### src/rtl/state_ball_pkg.sv
// Shared definitions for the pong ball engine: FSM states and direction encodings.
package state_ball_pkg;

  // Ball engine game states
  typedef enum logic [2:0] {
    ST_IDLE  = 3'd0,
    ST_SERVE = 3'd1,
    ST_RUN   = 3'd2,
    ST_MISS  = 3'd3,
    ST_OVER  = 3'd4
  } state_t;

  // One-bit direction: positive moves right/down, negative moves left/up
  localparam logic DIR_POS = 1'b0;
  localparam logic DIR_NEG = 1'b1;

  // Width of the lives counter
  localparam int unsigned LIVES_W = 3;

endpackage

### src/rtl/state_ball_tick_gen.sv
// Game tick generator: divides clk into one-cycle ticks every TICK_DIV cycles while running.
module state_ball_tick_gen #(
  parameter int unsigned TICK_DIV = 4
) (
  input  logic i_clk,
  input  logic i_rst,
  input  logic i_run,
  input  logic i_clr,
  output logic o_tick_c
);

  localparam int unsigned CNT_W = (TICK_DIV > 1) ? $clog2(TICK_DIV) : 1;
  localparam logic [CNT_W-1:0] CNT_LAST = CNT_W'(TICK_DIV - 1);

  logic [CNT_W-1:0] r_cnt;

  // Free-running divider; clr wins over run, and it holds while not running
  always_ff @(posedge i_clk) begin
    if (i_rst || i_clr) begin
      r_cnt <= '0;
    end else if (i_run) begin
      if (r_cnt == CNT_LAST) begin
        r_cnt <= '0;
      end else begin
        r_cnt <= r_cnt + CNT_W'(1);
      end
    end
  end

  // Gated by run so a divide-by-one counter does not tick while parked
  assign o_tick_c = i_run && (r_cnt == CNT_LAST);

endmodule

### src/rtl/state_ball.sv
// Pong ball engine: moves the ball diagonally per tick, bounces off walls and the paddle,
// and tracks score, lives and game over.
module state_ball
  import state_ball_pkg::*;
#(
  parameter int unsigned BIT_WIDTH  = 2,
  parameter int unsigned ROW_BITS   = 3,
  parameter int unsigned TICK_DIV   = 4,
  parameter int unsigned START_X    = 1,
  parameter int unsigned LIVES      = 3,
  parameter int unsigned MISS_HOLD  = 2,
  parameter int unsigned SCORE_BITS = 4
) (
  input  logic                  i_clk,
  input  logic                  i_rst,
  input  logic                  i_en,
  input  logic [BIT_WIDTH-1:0]  i_state_left,
  input  logic [BIT_WIDTH-1:0]  i_state_right,
  output logic [BIT_WIDTH-1:0]  o_ball_x,
  output logic [ROW_BITS-1:0]   o_ball_y,
  output logic                  o_hit,
  output logic                  o_miss,
  output logic [SCORE_BITS-1:0] o_score,
  output logic [LIVES_W-1:0]    o_lives,
  output logic                  o_game_over
);

  localparam int unsigned COLS   = 2 ** BIT_WIDTH;
  localparam int unsigned ROWS   = 2 ** ROW_BITS;
  localparam int unsigned HOLD_W = (MISS_HOLD > 1) ? $clog2(MISS_HOLD) : 1;

  localparam logic [BIT_WIDTH-1:0]  X_MAX      = BIT_WIDTH'(COLS - 1);
  localparam logic [BIT_WIDTH-1:0]  X_START    = BIT_WIDTH'(START_X);
  localparam logic [ROW_BITS-1:0]   ROW_PAD    = ROW_BITS'(ROWS - 1);
  localparam logic [ROW_BITS-1:0]   ROW_CHK    = ROW_BITS'(ROWS - 2);
  localparam logic [ROW_BITS-1:0]   ROW_BOUNCE = ROW_BITS'(ROWS - 3);
  localparam logic [HOLD_W-1:0]     HOLD_LAST  = HOLD_W'(MISS_HOLD - 1);
  localparam logic [SCORE_BITS-1:0] SCORE_MAX  = {SCORE_BITS{1'b1}};
  localparam logic [LIVES_W-1:0]    LIVES_INIT = LIVES_W'(LIVES);

  state_t                r_state;
  logic [BIT_WIDTH-1:0]  r_x;
  logic [ROW_BITS-1:0]   r_y;
  logic                  r_dx;
  logic                  r_dy;
  logic                  r_hit;
  logic                  r_miss;
  logic [SCORE_BITS-1:0] r_score;
  logic [LIVES_W-1:0]    r_lives;
  logic                  r_game_over;
  logic [HOLD_W-1:0]     r_hold;

  logic                  w_tick;
  logic                  w_run;
  logic                  w_clr;
  logic [BIT_WIDTH-1:0]  w_x_next;
  logic                  w_dx_next;
  logic                  w_on_paddle;

  // Counter only advances while the ball is in play. Every non-tick state change
  // is caused by en dropping, so clearing on !en plus the natural wrap on tick
  // edges keeps the counter at zero on each state entry.
  assign w_run = (r_state == ST_SERVE) || (r_state == ST_RUN) || (r_state == ST_MISS);
  assign w_clr = ~i_en;

  state_ball_tick_gen #(
    .TICK_DIV (TICK_DIV)
  ) u_tick_gen (
    .i_clk    (i_clk),
    .i_rst    (i_rst),
    .i_run    (w_run),
    .i_clr    (w_clr),
    .o_tick_c (w_tick)
  );

  // Horizontal step: reflect at either side wall, then move one cell in the new direction
  always_comb begin
    w_dx_next = r_dx;
    if (((r_dx == DIR_POS) && (r_x == X_MAX)) || ((r_dx == DIR_NEG) && (r_x == '0))) begin
      w_dx_next = ~r_dx;
    end
    w_x_next = (w_dx_next == DIR_POS) ? (r_x + BIT_WIDTH'(1)) : (r_x - BIT_WIDTH'(1));
  end

  // Paddle span test on the pre-move column; an inverted span can never match
  assign w_on_paddle = (i_state_left <= r_x) && (r_x <= i_state_right);

  // Game FSM with ball position, direction, strobes and counters
  always_ff @(posedge i_clk) begin
    if (i_rst) begin
      r_state     <= ST_IDLE;
      r_x         <= X_START;
      r_y         <= '0;
      r_dx        <= DIR_POS;
      r_dy        <= DIR_POS;
      r_hit       <= 1'b0;
      r_miss      <= 1'b0;
      r_score     <= '0;
      r_lives     <= LIVES_INIT;
      r_game_over <= 1'b0;
      r_hold      <= '0;
    end else begin
      r_hit  <= 1'b0;
      r_miss <= 1'b0;
      if (!i_en && (r_state != ST_OVER)) begin
        r_state <= ST_IDLE;
        r_x     <= X_START;
        r_y     <= '0;
        r_dx    <= DIR_POS;
        r_dy    <= DIR_POS;
        r_hold  <= '0;
      end else begin
        unique case (r_state)
          ST_IDLE: begin
            r_state <= ST_SERVE;
          end
          ST_SERVE: begin
            if (w_tick) begin
              r_state <= ST_RUN;
            end
          end
          ST_RUN: begin
            if (w_tick) begin
              r_x  <= w_x_next;
              r_dx <= w_dx_next;
              if ((r_dy == DIR_NEG) && (r_y == '0)) begin
                r_dy <= DIR_POS;
                r_y  <= ROW_BITS'(1);
              end else if ((r_dy == DIR_POS) && (r_y == ROW_CHK)) begin
                if (w_on_paddle) begin
                  r_dy  <= DIR_NEG;
                  r_y   <= ROW_BOUNCE;
                  r_hit <= 1'b1;
                  if (r_score != SCORE_MAX) begin
                    r_score <= r_score + SCORE_BITS'(1);
                  end
                end else begin
                  r_y     <= ROW_PAD;
                  r_miss  <= 1'b1;
                  r_lives <= r_lives - LIVES_W'(1);
                  r_hold  <= '0;
                  r_state <= ST_MISS;
                end
              end else begin
                r_y <= (r_dy == DIR_POS) ? (r_y + ROW_BITS'(1)) : (r_y - ROW_BITS'(1));
              end
            end
          end
          ST_MISS: begin
            if (w_tick) begin
              if (r_hold == HOLD_LAST) begin
                r_hold <= '0;
                if (r_lives != '0) begin
                  r_state <= ST_SERVE;
                  r_x     <= X_START;
                  r_y     <= '0;
                  r_dx    <= DIR_POS;
                  r_dy    <= DIR_POS;
                end else begin
                  r_state     <= ST_OVER;
                  r_game_over <= 1'b1;
                end
              end else begin
                r_hold <= r_hold + HOLD_W'(1);
              end
            end
          end
          ST_OVER: begin
            r_state <= ST_OVER;
          end
          default: begin
            r_state <= ST_IDLE;
          end
        endcase
      end
    end
  end

  assign o_ball_x    = r_x;
  assign o_ball_y    = r_y;
  assign o_hit       = r_hit;
  assign o_miss      = r_miss;
  assign o_score     = r_score;
  assign o_lives     = r_lives;
  assign o_game_over = r_game_over;

endmodule

### config.mk
export PLATFORM = sky130hd
export DESIGN_NAME = state_ball
export DESIGN_NICKNAME = d
export VERILOG_FILES = /design/src/rtl/state_ball_pkg.sv /design/src/rtl/state_ball_tick_gen.sv /design/src/rtl/state_ball.sv
export SDC_FILE = /design/constraint.sdc
export NUM_CORES = 1
export LEC_CHECK = 0
export ABC_AREA = 1
export BUFFER_PORTS_ARGS = -buffer_cell sky130_fd_sc_hd__buf_2
export CAP_MARGIN = 20
export CORE_MARGIN = 2
export CORE_UTILIZATION = 45
export DETAILED_ROUTE_END_ITERATION = 16
export PLACE_DENSITY = 0.69
export SYNTH_ARGS = -nofsm -noshare
export SYNTH_HDL_FRONTEND = slang
export SYNTH_SLANG_ARGS = --single-unit
export TNS_END_PERCENT = 50
### constraint.sdc
create_clock -name i_clk -period 3.2 [get_ports i_clk]
set_input_delay 0.16 -clock i_clk [delete_from_list [all_inputs] [get_ports i_clk]]
set_output_delay 0.16 -clock i_clk [all_outputs]
set_load 0.1 [all_outputs]
==> summary.md, run 1 <==
| Metric | Value |
|---|---|
| Status | `finished, final reports clean` |
| Worst R2R Start | `o_ball_x[1]` |
| Post-synth top area share | `about 33%` |
| Period utilization | `54.56%` |
| Crit end category | `register` |
| Crit-path max cell delay | `0.39 ns` |
| DRT antenna net count | `0` |
| First-pass detailed-route iteration total | `4` |
| Post-CTS Hold Fix Bufs | `0` |
| Initial antenna violation count | `0` |
| Latest clock arrival within the worst-skew pair | `0.32 ns` |
| Clock slew at reported path FFs | `~0.14 ns` |
| Largest net degree at the start of global routing | `14` |
| Final hold slack | `around 0.11 ns` |
| Required time of the critical path | `~3.4 ns` |
| Ys async rst share | `0%` |
| Max Clock Skew | `0.01052 ns` |
| Syn nets | `223` |
| Worst Path Max Fanout | `7` |
| Final number of hold-violating endpoints | `0` |
| Clock root buffer | `clkbuf_4` |
| Max VDD drop | `between 150 and 200 uV` |
| # setup viols final | `0` |
| Gates resized, CTS repair | `0` |
| Buffers added on ports | `21` |
| Library cells used by synthesis | `28` |
| Worst-Margin Slew | `just under 0.5 ns` |
| Setup slack, reg-to-reg | `roughly 1.5 ns` |
| Cell taking the most area after synthesis | `dfxtp_1` |
| Io pins | `22` |
| Tmin final | `between 1.5 and 2 ns` |
| Switching share of power | `37.60%` |
| Setup Buffers After CTS | `0` |
| Antenna cells | `0` |
| CP top delay family | `simple AND/OR/NAND/NOR gates` |
| Number of non-filler instances in the completed layout | `approximately 260` |
| Slowest cell on crit path | `dfxtp_1` |
| EDFF count, synth | `0` |
| CP dominant cell by count | `nand2_1` |
| Post-route setup TNS | `0 ns` |
| Die area | `0.003562 mm2` |
| WP buf/inv | `1` |
| Vias in the first global route | `1179` |
| GPL Wtd Cong | `roughly 0.88` |
| Via-to-Cell Ratio | `between 5 and 6` |
| Cell Area, Synth | `0.001395 mm2` |
| Crit path kind | `register to register` |
| P_sw | `approximately 240 uW` |
| Fmax | `about 0.57 GHz` |
| Syn Area/Cell | `around 6.7 um2` |
| Mapped Cells | `207` |
| Crit start category | `register` |
| Power Dens Cells | `410.1 mW/mm2` |
| Worst Setup EP | `o_score[1]` |
| RSZ-0062 raised after global routing | `no` |
| WL final | `approximately 2800 um` |
| Initial drt markers | `77` |
| Vias post-DR | `about 1300` |
| Levels on crit path | `10` |
| Rows | `20` |
| Tot GR Track Use | `around 18%` |
| Die width | `59.68 um` |
| Clock power frac | `between 20% and 30%` |
| Sink Count | `23` |
| Die Y-Extent | `between 50 and 60 um` |
| Ys Warns | `0` |
| Comb power frac | `about 29%` |
| Number of instances in the placed design | `between 200 and 300` |
| CTS tree | `built` |
| Int Power | `around 400 uW` |
| Tightest Hold Check Type | `input pin to register` |
| Leakage | `between 0.0007 and 0.0008 uW` |
| Initial Utilization | `between 40% and 50%` |
| Ys flop type | `dfxtp_1` |
| Clock buffer depth | `2` |
| Top cells by count, synth | `nand2_1, inv_1, nor2_1, dfxtp_1, a21oi_1` |
| Critical R2R Capture | `o_score[1]` |
| Crit path DAT | `1.96 ns` |
| Post-synthesis sequential area ratio | `33.00%` |
| Area grow syn2layout | `11.84%` |
| Total gr overflow | `0` |
| Most frequent cell after synthesis | `nand2_1` |
| Final Power | `approximately 640 uW` |
| Max Cap Violations | `0` |
| Critical path, cell by cell | `inv_1, ha_1, nand2_1, nand2_1, nand2_1, nand2_1, nor2_4, nand3_1, nand2_1, a21oi_1` |
| Total CTS buffers | `3` |
| Post-synthesis register bit count | `23` |
| DRC errors left | `0` |
| Detailed Place HPWL | `approximately 2200 um` |
| Global-route wire length before repair | `4809 um` |
| Final nets | `roughly 250` |
| Final slew viol count | `0` |
| Register-to-Register Path Depth | `10` |
| Sequential Power Share | `roughly 50%` |
| WL/cell | `10.57 um` |
| Core region area | `around 0.0030 mm2` |
| Top cells by area, synth | `dfxtp_1, nand2_1, inv_1` |
| Crit path launch | `o_ball_x[1]` |
| Rel. slew slack | `67.78%` |
| H-tree depth | `1` |
| Layout cell share with drive strength beyond 1 | `between 10% and 20%` |
## registers in the layout, summed over array words and instances (netlist names)
register          flops
u_tick_gen.r_cnt      2
r_dy                  1
o_ball_y              3
o_score               4
r_state               3
r_hold                1
o_ball_x              2
o_hit                 1
r_dx                  1
o_miss                1
o_game_over           1
o_lives               3
## stage by stage
step           setup WS, ns  utilization [%]  instance area, um2
2_1_floorplan        0.8354                -                1395
3_3_place_gp          1.539            51.04                1533
3_5_place_dp          1.479            51.04                1533
4_1_cts               1.450            51.96                1560
5_1_grt               1.286            51.96                1560
6_report              1.454            51.96                1560
## layout by cell type, fill, tap and decap left out, types with 2 or more instances in the layout
| cell type | count |
|---|---|
| a21oi_1 | 16 |
| clkbuf_4 | 3 |
| nand2_2 | 3 |
| ha_1 | 8 |
| o21ai_0 | 10 |
| o21ai_2 | 2 |
| nand4_1 | 6 |
| buf_2 | 21 |
| nor2_4 | 3 |
| inv_2 | 3 |
| inv_1 | 29 |
| nand3_1 | 13 |
| nand2_1 | 45 |
| dfxtp_1 | 23 |
| o21ai_1 | 3 |
| nor2_1 | 25 |
| nor2_2 | 5 |
## layout make-up
cell class | instances | area, um2
multi-input combinational | 150 | 805.8
clock buffer | 3 | 22.52
inverter | 32 | 120.1
tap | 33 | 41.29
sequential | 23 | 460.4
clock inverter | 1 | 5.005
fill | 311 | 1443
timing repair buffer | 21 | 105.1
## cell families after synthesis
logic type,count (synthesis),share of synthesized area (%)
buffers and inverters,34,9.237
flip-flops,23,33.00
adder cells (fa/ha/maj),9,8.610
XOR/XNOR,2,1.256
AO/OA/AOI/OAI,33,12.74
AND/OR/NAND/NOR,106,35.16
## per-layer routing
| layer | vias to the layer above | wire length [um] | GRT usage [%] |
|---|---|---|---|
| met5 | - | 0 | 0 |
| met4 | 0 | 52 | 11.11 |
| met3 | 5 | 98 | 2.165 |
| met2 | 29 | 1215 | 25.93 |
| met1 | 572 | 1413 | 24.20 |
| li1 | 717 | - | - |
## worst reg2reg max path, cell delays in order (launching register included)
cell and delay, ns:
dfxtp_1 0.39, inv_1 0.09, ha_1 0.29, nand2_1 0.07
nand2_1 0.04, nand2_1 0.05, nand2_1 0.17, nor2_4 0.21
nand3_1 0.16, nand2_1 0.10, a21oi_1 0.06
## worst min path at each step
stage / start / to / slack, ns / depth (start not counted)
final: i_en / u_tick_gen.r_cnt[1] / 0.11 / 3
after CTS: i_en / u_tick_gen.r_cnt[1] / 0.10 / 3
after global placement: r_dx / r_dx / 0.45 / 2
after floorplan: i_en / u_tick_gen.r_cnt[1] / 0.31 / 2
after detailed placement: r_dx / r_dx / 0.45 / 2
after global routing: i_en / u_tick_gen.r_cnt[0] / 0.14 / 3
## power groups by stage
stage | Clock [uW] | Combinational (uW) | Sequential, uW
3_5_place_dp | 0 | 185 | 320
3_3_place_gp | 0 | 185 | 320
2_1_floorplan | 0 | 132 | 338
5_1_grt | 159 | 214 | 316
4_1_cts | 149 | 185 | 313
6_report | 142 | 185 | 313
Power figures use the tool's default switching activity.
==> run 2: changes to the inputs <==
==> constraint.sdc (replaced) <==
create_clock -name i_clk -period 1.68 [get_ports i_clk]
set_input_delay 0.084 -clock i_clk [delete_from_list [all_inputs] [get_ports i_clk]]
set_output_delay 0.084 -clock i_clk [all_outputs]
set_load 0.1 [all_outputs]
==> run 2 against run 1 <==
Against the previous run:
- worst setup slack got worse by 1.3 ns
- critical path type unchanged
- count of clock-buffer cells in the layout up 1
- via count fell by 1.1%
- register-to-register slack got worse by 1.3 ns
- die area is the same
- critical path depth down 3
- combinational power grew 97%
==> summary.md, run 2 (synthesized netlist as in run 1, its figures left out) <==
| Metric | Value |
|---|---|
| Gates resized, CTS repair | `0` |
| Tightest Hold Check Type | `input pin to register` |
| Switching share of power | `a little under two fifths` |
| Worst Path Max Fanout | `8` |
| P_sw | `445.6 uW` |
| # setup viols final | `0` |
| Initial drt markers | `86` |
| Crit end category | `register` |
| Post-CTS Hold Fix Bufs | `0` |
| Worst-Margin Slew | `approximately 0.49 ns` |
| DRC errors left | `0` |
| Crit path launch | `r_state[0]` |
| Vias post-DR | `between 1000 and 1500` |
| Global-route wire length before repair | `between 5000 and 6000 um` |
| WL final | `2865 um` |
| Met2 wire length | `about 1200 um` |
| Most frequent cells in the layout | `nand2_1, inv_1, nor2_1` |
| Final instance area | `between 0.0015 and 0.002 mm2` |
| Critical R2R Capture | `o_lives[0]` |
| Die width | `between 50 and 60 um` |
| Period utilization | `89.88%` |
| Power Dens Cells | `around 760 mW/mm2` |
| Total CTS buffers | `3` |
| Clock power frac | `21.0%` |
| Crit path kind | `register to register` |
| Via-to-Cell Ratio | `4.977` |
| Fillers | `just over 300` |
| Final nets | `247` |
| DRT antenna net count | `0` |
| Largest net degree at the start of global routing | `13` |
| Initial antenna violation count | `0` |
| Max VDD drop | `about 540 uV` |
| Buffers added on ports | `21` |
| Tot GR Track Use | `18.14%` |
| Max Cap Violations | `0` |
| Antenna cells | `0` |
| Latest clock arrival within the worst-skew pair | `0.31 ns` |
| Layout cell share with drive strength beyond 1 | `approximately 24%` |
| Number of instances in the placed design | `259` |
| Vias in the first global route | `~1200` |
| Die area | `about 0.0036 mm2` |
| Io pins | `22` |
| Int Power | `766.8 uW` |
| Core region area | `0.003003 mm2` |
| Final hold slack | `approximately 0.050 ns` |
| RSZ-0062 raised after global routing | `no` |
| Rows | `20` |
| Worst R2R Start | `r_state[0]` |
| Setup slack, reg-to-reg | `0.17 ns` |
| CTS tree | `built` |
| Final number of hold-violating endpoints | `0` |
| WL/cell | `roughly 11 um` |
| Total gr overflow | `0` |
| Max Clock Skew | `roughly 0.0043 ns` |
| Top Layer Used | `met4` |
| H-tree depth | `1` |
| Comb power frac | `a little under a third` |
| Final Power | `approximately 1200 uW` |
| GPL Wtd Cong | `roughly 0.84` |
| Clock root buffer | `clkbuf_4` |
| Crit path DAT | `about 1.7 ns` |
| Routed wl met3 | `around 95 um` |
| Worst Setup EP | `o_lives[0]` |
| Most common cell after layout, fill and taps aside | `nand2_1` |
| Met1 wire length | `between 1500 and 2000 um` |
| Tmin final | `roughly 1.5 ns` |
| Final slew viol count | `0` |
| Area grow syn2layout | `14.98%` |
| Sequential Power Share | `between 40% and 50%` |
| Rel. slew slack | `67.81%` |
| Clock buffer depth | `2` |
| Detailed Place HPWL | `approximately 2200 um` |
| Number of non-filler instances in the completed layout | `~260` |
| Register-to-Register Path Depth | `7` |
| Min-delay src | `i_en` |
| Setup Buffers After CTS | `0` |
| Largest register FFs | `4` |
| Sink Count | `23` |
| Clock slew at reported path FFs | `0.12 ns` |
| Initial Utilization | `between 40% and 50%` |
| Die Y-Extent | `between 50 and 60 um` |
| Required time of the critical path | `1.89 ns` |
| Fmax | `about 0.66 GHz` |
| First-pass detailed-route iteration total | `4` |
| Status | `finished, final reports clean` |
| Post-DP Area | `roughly 0.0016 mm2` |
| Crit start category | `register` |
| Leakage | `0.0007720 uW` |
## run 2: cell count changes in the layout (fill, tap and decap cells not counted), sizes merged
cell and change:
clkbuf +1, clkinv -1
## run 2: final cells by class
class / instances / area (um2) / area share [%]
Clock buffer: 4 / 26.28 / 1.638
Inverter: 32 / 120.1 / 7.488
Multi-Input combinational cell: 150 / 830.8 / 51.79
Sequential cell: 23 / 480.5 / 29.95
Tap cell: 33 / 41.29 / 2.574
Timing Repair Buffer: 21 / 105.1 / 6.552
## run 2: power by group through the flow
stage                     clock (uW)  combinational (uW)  sequential [uW]
after floorplan                    0                 255              643
after global placement             0                 360              607
after detailed placement           0                 358              607
after CTS                        271                 360              595
after global routing             298                 412              598
final                            254                 365              594
## run 2: how the worst min path moves through the flow
stage | to | depth (start not counted)
after floorplan | u_tick_gen.r_cnt[1] | 2
after global routing | u_tick_gen.r_cnt[1] | 3
final | u_tick_gen.r_cnt[1] | 3
after CTS | u_tick_gen.r_cnt[1] | 3
after global placement | u_tick_gen.r_cnt[1] | 3
after detailed placement | u_tick_gen.r_cnt[1] | 3
## run 2: through the flow
| stage | utilization, % | TNS [ns] | setup WS, ns |
|---|---|---|---|
| after global routing | 53.42 | 0 | 0.02478 |
| after detailed placement | 52.38 | 0 | 0.1451 |
| final | 53.42 | 0 | 0.1700 |
| after CTS | 53.25 | 0 | 0.1143 |
| after floorplan | - | -0.01365 | -0.01024 |
| after global placement | 52.38 | 0 | 0.1422 |
## run 2: critical path: stages (launching register included)
cell     delay (ns)
dfxtp_1        0.52
nand2_1        0.15
nand2_2        0.13
nand2_2        0.08
nor2_1         0.16
nand3_2        0.15
a21oi_1        0.15
o21ai_1        0.07
## run 2: layer usage
metal,vias to the layer above,track usage [%]
li1,718,-
met4,0,2.857
met1,573,26.44
met3,2,4.545
met2,16,27.48
met5,-,0
==> run 3: changes to the inputs <==
==> constraint.sdc (replaced) <==
create_clock -name i_clk -period 1.75 [get_ports i_clk]
set_input_delay 0.0875 -clock i_clk [delete_from_list [all_inputs] [get_ports i_clk]]
set_output_delay 0.0875 -clock i_clk [all_outputs]
set_load 0.1 [all_outputs]
==> run 3 against run 2 <==
Against the previous run:
- first-iteration DRC count down 7.0%
- sequential power decreased by 4.0%
- worst hold slack lost 0.0032 ns
- fmax decreased by 5.3%
- clock power hardly changed
- design area down 1.1%
- global-route usage is 0.081 points lower
- core utilization fell by 0.58 points
- largest cell class unchanged
- die area did not move
==> summary.md, run 3 (synthesized netlist as in run 1, its figures left out) <==
| Metric | Value |
|---|---|
| Worst-Margin Slew | `0.4870 ns` |
| Area grow syn2layout | `13.72%` |
| Largest net degree at the start of global routing | `14` |
| P_sw | `439.1 uW` |
| Most frequent cells in the layout | `nand2_1, inv_1, nor2_1` |
| Clock buffer depth | `2` |
| Antenna cells | `0` |
| Hold path cells | `3` |
| Post-DP Area | `0.001559 mm2` |
| # setup viols final | `0` |
| Core region area | `~0.003 mm2` |
| Number of instances in the placed design | `260` |
| Tmin final | `1.595 ns` |
| Buffers added on ports | `21` |
| Rel. slew slack | `about two thirds` |
| Sink Count | `23` |
| DRT antenna net count | `0` |
| Period utilization | `between 90% and 100%` |
| Min-delay src | `i_en` |
| Worst Path Max Fanout | `7` |
| Fillers | `slightly above 300` |
| Tightest Hold Check Type | `input pin to register` |
| Setup slack, reg-to-reg | `around 0.15 ns` |
| Via-to-Cell Ratio | `just under 5` |
| Final hold slack | `0.04711 ns` |
| Fmax | `approximately 0.63 GHz` |
| Die area | `around 0.0036 mm2` |
| Switching share of power | `between 30% and 40%` |
| WHS Endpoint | `u_tick_gen.r_cnt[1]` |
| Status | `finished, final reports clean` |
| Layout cell share with drive strength beyond 1 | `23.81%` |
| Latest clock arrival within the worst-skew pair | `between 0.3 and 0.4 ns` |
| Max VDD drop | `536.7 uV` |
| First-pass detailed-route iteration total | `4` |
| Clock root buffer | `clkbuf_4` |
| Clock slew at reported path FFs | `roughly 0.13 ns` |
| CTS tree | `built` |
| Final instance area | `0.001587 mm2` |
| Number of non-filler instances in the completed layout | `264` |
| Vias post-DR | `approximately 1300` |
| H-tree depth | `1` |
| Vias in the first global route | `1143` |
| Int Power | `about 740 uW` |
| Final number of hold-violating endpoints | `0` |
| Crit path launch | `o_ball_x[1]` |
| Worst R2R Start | `o_ball_x[1]` |
| Comb power frac | `~30%` |
| Total gr overflow | `0` |
| Clock power frac | `21.7%` |
| Rows | `20` |
| DRC errors left | `0` |
| Setup Buffers After CTS | `0` |
| Register-to-Register Path Depth | `10` |
| Most common cell after layout, fill and taps aside | `nand2_1` |
| Max Cap Violations | `0` |
| GPL Wtd Cong | `~0.87` |
| Post-CTS Hold Fix Bufs | `0` |
| Final Power | `1175 uW` |
| RSZ-0062 raised after global routing | `no` |
| Final slew viol count | `0` |
| Multi-input gate area | `~800 um2` |
| Initial drt markers | `80` |
| Crit path kind | `register to register` |
| Final nets | `between 200 and 250` |
| Detailed Place HPWL | `2238 um` |
| Crit path DAT | `approximately 1.8 ns` |
| Power Dens Cells | `740.5 mW/mm2` |
| Tot GR Track Use | `18.06%` |
| Gates resized, CTS repair | `0` |
| Io pins | `22` |
| Required time of the critical path | `a little under 2 ns` |
| Global-route wire length before repair | `about 4900 um` |
| Crit start category | `register` |
| Crit end category | `register` |
| Initial antenna violation count | `0` |
| Die Y-Extent | `59.68 um` |
| WL/cell | `roughly 11 um` |
| Critical R2R Capture | `o_score[0]` |
| Total CTS buffers | `3` |
| Initial Utilization | `between 40 and 50%` |
| Die width | `59.68 um` |
| Leakage | `between 0.0007 and 0.0008 uW` |
| Max Clock Skew | `0.006580 ns` |
| WL final | `between 2000 and 3000 um` |
| Sequential Power Share | `between 40% and 50%` |
| Largest register FFs | `4` |
| FF/Latch Area | `around 480 um2` |
-- run 3: how the worst max path moves through the flow --
stage                              to
final                      o_score[0]
after global routing       o_score[1]
after CTS                  o_score[1]
after detailed placement   o_score[1]
after global placement     o_score[0]
after floorplan           o_ball_x[1]
-- run 3: final cells by class --
type                       instances  area share (%)
multi-input combinational        150           50.95
sequential                        23           30.05
inverter                          32           7.571
timing repair buffer              22           7.098
tap                               33           2.603
clock buffer                       3           1.420
clock inverter                     1          0.3155
-- run 3: power by group through the flow --
stage	Combinational [uW]	Sequential, uW	Clock, uW
after global routing	401	574	291
after CTS	351	570	274
after global placement	349	582	0
after detailed placement	349	582	0
after floorplan	242	619	0
final	350	570	255
-- run 3: routing by layer --
layer | global-route usage, % | part of all wire, %
met1 | 25.80 | 51
met2 | 27.95 | 45
met3 | 3.896 | 3.5
met4 | 3.810 | 0.89
met5 | 0 | 0
-- run 3: worst max-delay path, stage by stage (launching register included) --
cell     delay [ns]
dfxtp_4        0.38
inv_2          0.05
ha_1           0.28
nand2_1        0.07
nand2_1        0.04
nand2_1        0.06
nand2_2        0.12
nor2_4         0.19
nand3_1        0.16
nand2_1        0.09
a21oi_1        0.06
-- run 3: metrics by stage --
step	worst slack (ns)	TNS, ns	util, %
after detailed placement	0.1710	0	51.92
after global placement	0.2050	0	51.92
after CTS	0.1559	0	52.83
after global routing	0.003234	0	52.83
final	0.1549	0	52.83
after floorplan	-0.08031	-0.2959	-
